<file path="config.mk">
export PLATFORM = sky130hd
export DESIGN_NAME = ibex_pmp_csr
export DESIGN_NICKNAME = d
export VERILOG_FILES = /design/src/rtl/ibex_pmp_csr.sv
export SDC_FILE = /design/constraint.sdc
export NUM_CORES = 1
export LEC_CHECK = 0
export BUFFER_PORTS_ARGS = -buffer_cell sky130_fd_sc_hd__buf_2
export CAP_MARGIN = 15
export CORE_MARGIN = 10
export CORE_UTILIZATION = 40
export DETAILED_ROUTE_END_ITERATION = 7
export PLACE_DENSITY_LB_ADDON = 0.05
export SYNTH_ARGS = -nofsm -noshare
export SYNTH_HDL_FRONTEND = slang
export SYNTH_SLANG_ARGS = --single-unit
</file>
<file path="constraint.sdc">
create_clock -name clk_i -period 2.44 [get_ports clk_i]
set_clock_uncertainty 0.05 [all_clocks]
set_input_delay 0.244 -clock clk_i [delete_from_list [all_inputs] [get_ports clk_i]]
set_output_delay 0.244 -clock clk_i [all_outputs]
set_load 0.02 [all_outputs]
</file>
<file path="src/rtl/ibex_pmp_csr.sv">
// ibex_pmp_csr: PMP CSR storage and write-rule stage feeding the PMP checker.
// Holds pmpcfg0-3, pmpaddr0-15 and mseccfg. Applies the entry lock, TOR lock and
// Smepmp MML/MMWP/RLB write rules against the registered (pre-write) state.
// Ports:
//   clk_i, rst_ni             clock, asynchronous active-low reset
//   csr_we_i                  CSR write strobe (already privilege/legality gated)
//   csr_addr_i, csr_wdata_i   CSR address and final write data
//   csr_rdata_o, csr_hit_o    combinational read data, address-is-PMP-CSR flag
//   csr_pmp_cfg_o             registered per-entry configs
//   csr_pmp_addr_o            per-entry {pmpaddr read view, 2'b00}
//   csr_pmp_mseccfg_o         registered mml/mmwp/rlb
package ibex_pmp_csr_pkg;
   typedef struct packed {
      logic       lock;
      logic [1:0] mode;
      logic       exec;
      logic       write;
      logic       read;
   } pmp_cfg_t;
   typedef struct packed {
      logic rlb;
      logic mmwp;
      logic mml;
   } pmp_mseccfg_t;
endpackage

module ibex_pmp_csr
   import ibex_pmp_csr_pkg::*;
#(
   parameter int unsigned PMPGranularity = 0,
   parameter int unsigned PMPNumRegions  = 4
) (
   input  logic         clk_i,
   input  logic         rst_ni,
   input  logic         csr_we_i,
   input  logic [11:0]  csr_addr_i,
   input  logic [31:0]  csr_wdata_i,
   output logic [31:0]  csr_rdata_o,
   output logic         csr_hit_o,
   output pmp_cfg_t     csr_pmp_cfg_o [PMPNumRegions],
   output logic [33:0]  csr_pmp_addr_o [PMPNumRegions],
   output pmp_mseccfg_t csr_pmp_mseccfg_o
);
   // Bits below the grain read as zero; NAPOT sets the bits that encode the grain size.
   localparam logic [31:0] GrainMask = (32'd1 << PMPGranularity) - 32'd1;
   localparam logic [31:0] NapotOnes = (PMPGranularity >= 1) ? (32'd1 << (PMPGranularity - 1)) - 32'd1 : 32'd0;

   // Storage is sized for all 16 entries; unimplemented ones never get written and stay 0.
   pmp_cfg_t          cfg_q [16];
   pmp_cfg_t          cfg_d [16];
   logic [31:0]       addr_q [16];
   logic [31:0]       addr_d [16];
   logic [31:0]       addr_view [16];
   pmp_mseccfg_t      sec_q, sec_d;
   logic [15:0]       locked, lbit;
   logic [16:0]       tor_lock;
   logic [15:0][7:0]  cfg_byte;
   logic [3:0][31:0]  cfg_word;
   logic [7:0]        wb;
   logic              mml_deny;
   logic              hit_cfg, hit_addr, hit_sec, hit_sech;
   logic              cfg_we, addr_we, sec_we;

   assign hit_cfg  = csr_addr_i[11:2] == 10'h0E8;
   assign hit_addr = csr_addr_i[11:4] == 8'h3B;
   assign hit_sec  = csr_addr_i == 12'h747;
   assign hit_sech = csr_addr_i == 12'h757;
   assign csr_hit_o = hit_cfg | hit_addr | hit_sec | hit_sech;
   assign cfg_we  = csr_we_i & hit_cfg;
   assign addr_we = csr_we_i & hit_addr;
   assign sec_we  = csr_we_i & hit_sec;

   always_comb begin
      for (int unsigned e = 0; e < 16; e++) begin
         lbit[e]      = cfg_q[e].lock;
         locked[e]    = cfg_q[e].lock & ~sec_q.rlb;
         tor_lock[e]  = locked[e] & (cfg_q[e].mode == 2'b01);
         cfg_byte[e]  = {cfg_q[e].lock, 2'b00, cfg_q[e].mode, cfg_q[e].exec, cfg_q[e].write, cfg_q[e].read};
         addr_view[e] = (cfg_q[e].mode == 2'b11) ? (addr_q[e] | NapotOnes) : (addr_q[e] & ~GrainMask);
      end
      tor_lock[16] = 1'b0;
   end

   assign cfg_word = cfg_byte;

   always_comb begin
      sec_d    = sec_q;
      wb       = '0;
      mml_deny = 1'b0;
      if (sec_we) begin
         sec_d.mml  = sec_q.mml | csr_wdata_i[0];
         sec_d.mmwp = sec_q.mmwp | csr_wdata_i[1];
         sec_d.rlb  = (sec_q.rlb | ~|lbit) ? csr_wdata_i[2] : sec_q.rlb;
      end
      for (int unsigned e = 0; e < 16; e++) begin
         wb = csr_wdata_i[8*(e%4) +: 8];
         // Under MML without RLB, new locked entries may not be executable or write-only,
         // except the full LRWX=1111 shared-region encoding.
         mml_deny = sec_q.mml & ~sec_q.rlb & wb[7] & (wb[2] | (~wb[0] & wb[1])) & ~&wb[2:0];
         cfg_d[e] = cfg_q[e];
         if (cfg_we && csr_addr_i[1:0] == 2'(e / 4) && e < PMPNumRegions && !locked[e] && !mml_deny)
            cfg_d[e] = '{lock:  wb[7],
                         mode:  (PMPGranularity >= 1 && wb[4:3] == 2'b10) ? cfg_q[e].mode : wb[4:3],
                         exec:  wb[2],
                         write: wb[1] & (wb[0] | sec_q.mml),
                         read:  wb[0]};
         addr_d[e] = addr_q[e];
         if (addr_we && csr_addr_i[3:0] == 4'(e) && e < PMPNumRegions && !locked[e] && !tor_lock[e+1])
            addr_d[e] = csr_wdata_i;
      end
   end

   always_ff @(posedge clk_i or negedge rst_ni) begin
      if (!rst_ni) begin
         sec_q  <= '0;
         cfg_q  <= '{default: '0};
         addr_q <= '{default: '0};
      end else begin
         sec_q  <= sec_d;
         cfg_q  <= cfg_d;
         addr_q <= addr_d;
      end
   end

   assign csr_rdata_o = hit_cfg  ? cfg_word[csr_addr_i[1:0]] :
                        hit_addr ? addr_view[csr_addr_i[3:0]] :
                        hit_sec  ? {29'd0, sec_q} : 32'd0;

   for (genvar i = 0; i < PMPNumRegions; i++) begin : g_out
      assign csr_pmp_cfg_o[i]  = cfg_q[i];
      assign csr_pmp_addr_o[i] = {addr_view[i], 2'b00};
   end

   assign csr_pmp_mseccfg_o = sec_q;
endmodule

</file>
## Word-level counts from Yosys, hierarchy flattened

Index checks and enable logic that the tools add are counted.

- $lt $le $gt $ge: 2
- Equal/unequal tests: 10
- Muxes and demuxes: 8
- Bitwise gates (word level): 50
- Reductions and logical operators: 44

Operators with widths:

| operator | count |
|---|---|
| 2-to-1 mux 32 bit | 5 |
| binary-select mux 32 bit (select 4 bit) | 1 |
| binary-select mux 32 bit (select 2 bit) | 1 |
| bitwise AND 1 bit | 31 |
| equality test 12 x 11 -> 1 bit (second input constant) | 2 |
| logical AND 1 bit | 20 |
| zero test 1 bit | 16 |
| bitwise OR 1 bit | 13 |
| AND reduction 3 bit | 4 |
| equality test 10 x 8 -> 1 bit (second input constant) | 1 |
| equality test 4 x 2 -> 1 bit (second input constant) | 2 |
| equality test 8 x 6 -> 1 bit (second input constant) | 1 |
| equality test 2 x 1 -> 1 bit (second input constant) | 3 |
| >= comparator 5 bit (second input constant) | 1 |
| inverter 1 bit | 5 |
| inverter 4 -> 5 bit | 1 |
| equality test 4 x 1 -> 1 bit (second input constant) | 1 |
| zero test 4 bit | 1 |
| OR reduction 4 bit | 1 |
| < comparator 2 x 3 -> 1 bit (second input constant) | 1 |
| 2-to-1 mux 3 bit | 1 |
| zero test 2 bit | 1 |
| AND reduction 2 bit | 1 |

- Register bits: 155
- Input bits: 47
- Output and inout bits: 196
- Word-level logic and storage cells: 141

## Depth between registers and ports, before layout

- Depth in word-level cells: 7
- Depth in mapped cells: 7
- Gate-level depth less buffers: 4

## Worst setup path before layout

Ideal clock, no wire load.

- Kind: flip-flop to flip-flop
- From: register sec_q, in the netlist csr_pmp_mseccfg_o[2]
- To: register addr_q, in the netlist csr_pmp_addr_o[37]
- Setup time: 127 ps
- Arrival time: 2006 ps
- Required time: 2263 ps
- Path slack: 256 ps
- Stages on the path, launching flop included: 6
- Path buffers: 1
- Clock period less this slack: 2184 ps
- Cell sequence: dfrtp_1 nor2b_1 or3b_1 a311oi_4 buf_6 mux2_1

- Word-level cells in the longest chain between the ends: 5
- Elaborated cells on any way between the ends: 8
- Those cells by class: bitwise: 4; reduce/logical: 4

RTL lines:

| item | line | source |
|---|---|---|
| from (decl) | 54 | `pmp_mseccfg_t sec_q, sec_d;` |
| from (signal assigned) | 115 | `sec_q <= '0;` |
| from (signal assigned) | 119 | `sec_q <= sec_d;` |
| inverter 1 bit * | -- |  |
| bitwise AND 1 bit | 76 | `locked[e] = cfg_q[e].lock & ~sec_q.rlb;` |
| bitwise AND 1 bit or zero test 1 bit (tied branches) | 77, 108 |  |
| zero test 1 bit or logical AND 1 bit (tied branches) | 108 | `if (addr_we && csr_addr_i[3:0] == 4'(e) && e < PMPNumRegions && !locked[e] && !tor_lock[e+1])` |
| logical AND 1 bit * | 108 |  |
| to (signal assigned) | 121 | `addr_q <= addr_d;` |
| to (decl) | 51 | `logic [31:0] addr_q [16];` |

Mark *: on every way between the ends. The rest lies on a longest branch, timed or not.
A chain may end at the register's enable or synchronous reset.

## Final worst setup path

- From: input csr_addr_i[0]
- To: output csr_rdata_o[0]

- Word-level cells in the longest chain between the ends: 6
- Elaborated cells on any way between the ends: 10
- Those cells by class: eq/ne: 1; mux: 8; bitwise: 1

RTL lines:

| item | line | source |
|---|---|---|
| from (decl) | 36 | `input logic [11:0] csr_addr_i,` |
| inverter 4 -> 5 bit (implied by the code) | 126 | `hit_addr ? addr_view[csr_addr_i[3:0]] :` |
| binary-select mux 32 bit (select 4 bit) | 126 |  |
| 2-to-1 mux 32 bit (implied by the code) (2 in a row) | 126 |  |
| 2-to-1 mux 32 bit | 126 |  |
| 2-to-1 mux 32 bit * | 125 | `assign csr_rdata_o = hit_cfg ? cfg_word[csr_addr_i[1:0]] :` |
| to (decl) | 38 | `output logic [31:0] csr_rdata_o,` |

Mark *: on every way between the ends. The rest lies on a longest branch, timed or not. The select of a mux whose other input is x is not followed.

==> impl_summary.md <==
Clock network
The number of gates resized after CTS was 0. The clock root buffer master is clkbuf_16. The number of hold-repair buffers added at the cts stage is 1.

The number of clock sinks is between 150 and 200. Once the clock tree was built, the setup fixing pass inserted 0 buffers. The clock passes through at most 2 buffers.

TritonCTS built the clock tree. CTS built an H-tree with a depth of 4. The clock latency on the worst-skew pair is a little over 0.4 ns. After clock tree synthesis, the clock-pin slew on the worst setup and hold paths is ~0.060 ns. The total clock buffers created by CTS is 17.

Cells and area
The number of standard cells in the layout, taps in and fillers out is 970. The share of cells above drive strength 1 is 0.499. The post-route standard cell area excluding fillers is about 0.0096 sq mm.

The layout net count is between 700 and 800. For this run, the share of the core covered by cells in the final layout is 0.529. The relative area change from synthesis to final layout is 29.1%.

The number of antenna diodes in the final layout is 0.

Critical path
The category of the worst setup path launch point is an input pin. The critical path endpoint category is an output port. The required arrival time at the worst endpoint is 2.15 ns.

Across all register-to-register paths, the minimum setup slack is around 0.25 ns. The endpoint identified for the worst register-to-register timing path is csr_pmp_addr_o[42]$_DFFE_PN0P_. Along the worst path, the maximum fanout reaches 12. The kind of critical path is in2out. In this run the critical register-to-register path is launched from csr_pmp_cfg_o[11]$_DFFE_PN0P_. For the worst flop-to-flop path, the logic depth is 5. STA puts the critical path data arrival time at 1.91 ns.

Global routing
The via count of the first global-routing pass is 5859. The maximum number of pins on one net before global-route repair is 60. The aggregate global routing overflow is 0.

The initial antenna violation count is 0. The first-pass GRT wire length is between 30000 and 40000 um. The global-route usage over all layers is 0.189.

Hold path
The depth of the worst hold-timing path is 2. The worst hold path begins at csr_wdata_i[5]. The hold-critical path endpoint is csr_pmp_addr_o[109]$_DFFE_PN0P_. The class of the most critical hold timing path is in2reg.

Yosys
The share of the Yosys chip area taken by registers is 0.523. The leading cell type by number of instances after synthesis is dfrtp_1. The synthesized area per cell is between 15 and 20 sq um. By count the netlist is led by dfrtp_1, mux2_1, mux2_2, mux4_2, a22o_1.

The synthesis warning total is 0. The share of synthesized area in the top cell type comes to 0.523. For this run, asynchronously set or reset flops after synthesis account for 1.00.

The post-synthesis register bit count is 155. Ranked by total cell area, the synthesized netlist is headed by dfrtp_1, mux2_1, mux4_2, mux2_2, a22o_1. The netlist uses 38 different library cells. Yosys mapped a number of flops with a built-in enable equal to 0.

The primary flip-flop cell chosen by synthesis mapping is dfrtp_1. The largest area contributor in the synthesized netlist is dfrtp_1. The cell count after synthesis is 473. After synthesis the cells add up to approximately 0.0074 sq mm.

Route
In the routed design, unresolved DRC markers number 0. The iteration count of the initial detailed-routing pass is 5. After detailed routing, the average wire length per cell comes to around 24 um. In this run the remaining antenna-violating nets after routing total 0. The total routed wirelength is roughly 23000 um. After detailed routing, the number of vias per cell comes to between 5 and 6. In this run, the number of DRC markers left after iteration 0 of detailed routing was ~240. The via count is approximately 5200.

Timing
Counting I/O delays and the setup requirement, the final critical path takes about 2.2 ns. Dividing the final minimum period by the clock period gives 0.904. The final-layout setup total negative slack is 0 ns. For this run, the top clock speed supported by timing is 453 MHz. The final hold slack is around 0.042 ns. The number of max-slew violations in the final report was 0.

At the pin with the least slew margin, the transition time is slightly above 0.6 ns. The relative slew slack is 0.596. Setup repair after global routing left no endpoint under its margin. Setup violations remaining at the end of the flow were counted as 0. The final-report hold violation count is 0.

Power
For this design the static power due to leakage is about 5.4 nW. The power density over the cells is 579 mW/mm^2. The worst-case vdd ir drop is ~0.66 mV.

Placed design
Port buffering added ~230 buffers. The number of placed instances, taps included is between 900 and 1000. The routability congestion estimate is ~0.83. The HPWL reported at the end of detailed placement is about 17000 um. Once placement finished, the instance area stood at 0.00897 sq mm.

Status
The flow ran to the end, and the final reports show no timing, DRC or antenna violations.

Floorplan
The number of ports placed on the die boundary is roughly 240. From bottom edge to top edge, the die measures around 160 um. The total area inside the core boundary comes to approximately 0.018 sq mm.

The initial utilization of the core area, before any placement, comes to 0.410. The area of the die is about 0.024 sq mm. The placement row count is 49. The floorplan step set the die width to about 160 um.

Job
The max-capacitance violation count is 0.
sequential cells by signal, summed over array words and instances, names as in the netlist:
register,flops
csr_pmp_addr_o,128
csr_pmp_cfg_o,24
csr_pmp_mseccfg_o,3
logic make-up after synthesis:
group                  share of synthesized area
AOI/OAI and AO/OA                         0.0615
and+or+nand+nor                           0.0446
buffers and inverters                     0.0371
other                                   0.000506
muxes                                      0.333
DFF                                        0.523
critical path: stages:
cell and delay (ns):
buf_2 0.31, nand2_1 0.21, or4_1 0.60, nor2_1 0.21, a221o_1 0.16, buf_2 0.17
power breakdown:
part | switching (mW) | internal (mW)
clock network | 1.00 | 1.66
logic | 0.197 | 0.0938
registers | 0.00927 | 2.58
total | 1.21 | 4.33
worst max-delay path by stage:
stage          slack [ns]                        endpoint  cells after the start                              from
2_1_floorplan        0.26  csr_pmp_addr_o[37]$_DFFE_PN0P_                      5  csr_pmp_mseccfg_o[2]$_DFFE_PN0P_
3_3_place_gp         0.22  csr_pmp_addr_o[42]$_DFFE_PN0P_                      6                     csr_addr_i[6]
3_5_place_dp         0.19  csr_pmp_addr_o[42]$_DFFE_PN0P_                      6                     csr_addr_i[6]
4_1_cts              0.23  csr_pmp_addr_o[42]$_DFFE_PN0P_                      5     csr_pmp_cfg_o[11]$_DFFE_PN0P_
5_1_grt              0.12  csr_pmp_addr_o[64]$_DFFE_PN0P_                      5     csr_pmp_cfg_o[11]$_DFFE_PN0P_
6_report             0.23                  csr_rdata_o[0]                      6                     csr_addr_i[0]
layout make-up:
| type | count | area [sq um] |
|---|---|---|
| Sequential cell | 155 | 3880 |
| Clock buffer | 24 | 472 |
| Inverter | 10 | 37.5 |
| Multi-Input combinational cell | 280 | 3290 |
| Tap cell | 229 | 287 |
| Clock inverter | 7 | 114 |
| Timing Repair Buffer | 265 | 1490 |
| Fill cell | 1576 | 8520 |
per-layer routing:
metal,up-vias,part of all wire,global-route usage
li1,2301,-,-
met1,2694,0.42,0.231
met2,182,0.49,0.313
met3,27,0.076,0.0623
met4,0,0.014,0.0521
met5,-,0,0
layout by cell type, fill, tap and decap left out, drive strengths merged, types with 2 or more instances in the layout:
cell,count
nor2,5
o21ai,4
a221o,3
mux2,148
nor2b,6
clkinv,3
mux2i,8
inv,11
a21o,2
bufinv,3
and2,15
buf,264
clkbuf,24
mux4,32
conb,8
dfrtp,155
nor3,2
a22o,21
nand4,2
or4,2
nand2,2
or3b,2
a311oi,2
a2111oi,5
through the flow:
step                total power, mW  worst slack (ns)
floorplan                      2.76             0.256
global placement               2.93             0.219
detailed placement             2.93             0.186
CTS                            5.62             0.226
global route                   5.76             0.119
finish                         5.54             0.235
No activity file was read; power rests on OpenSTA's default activity.
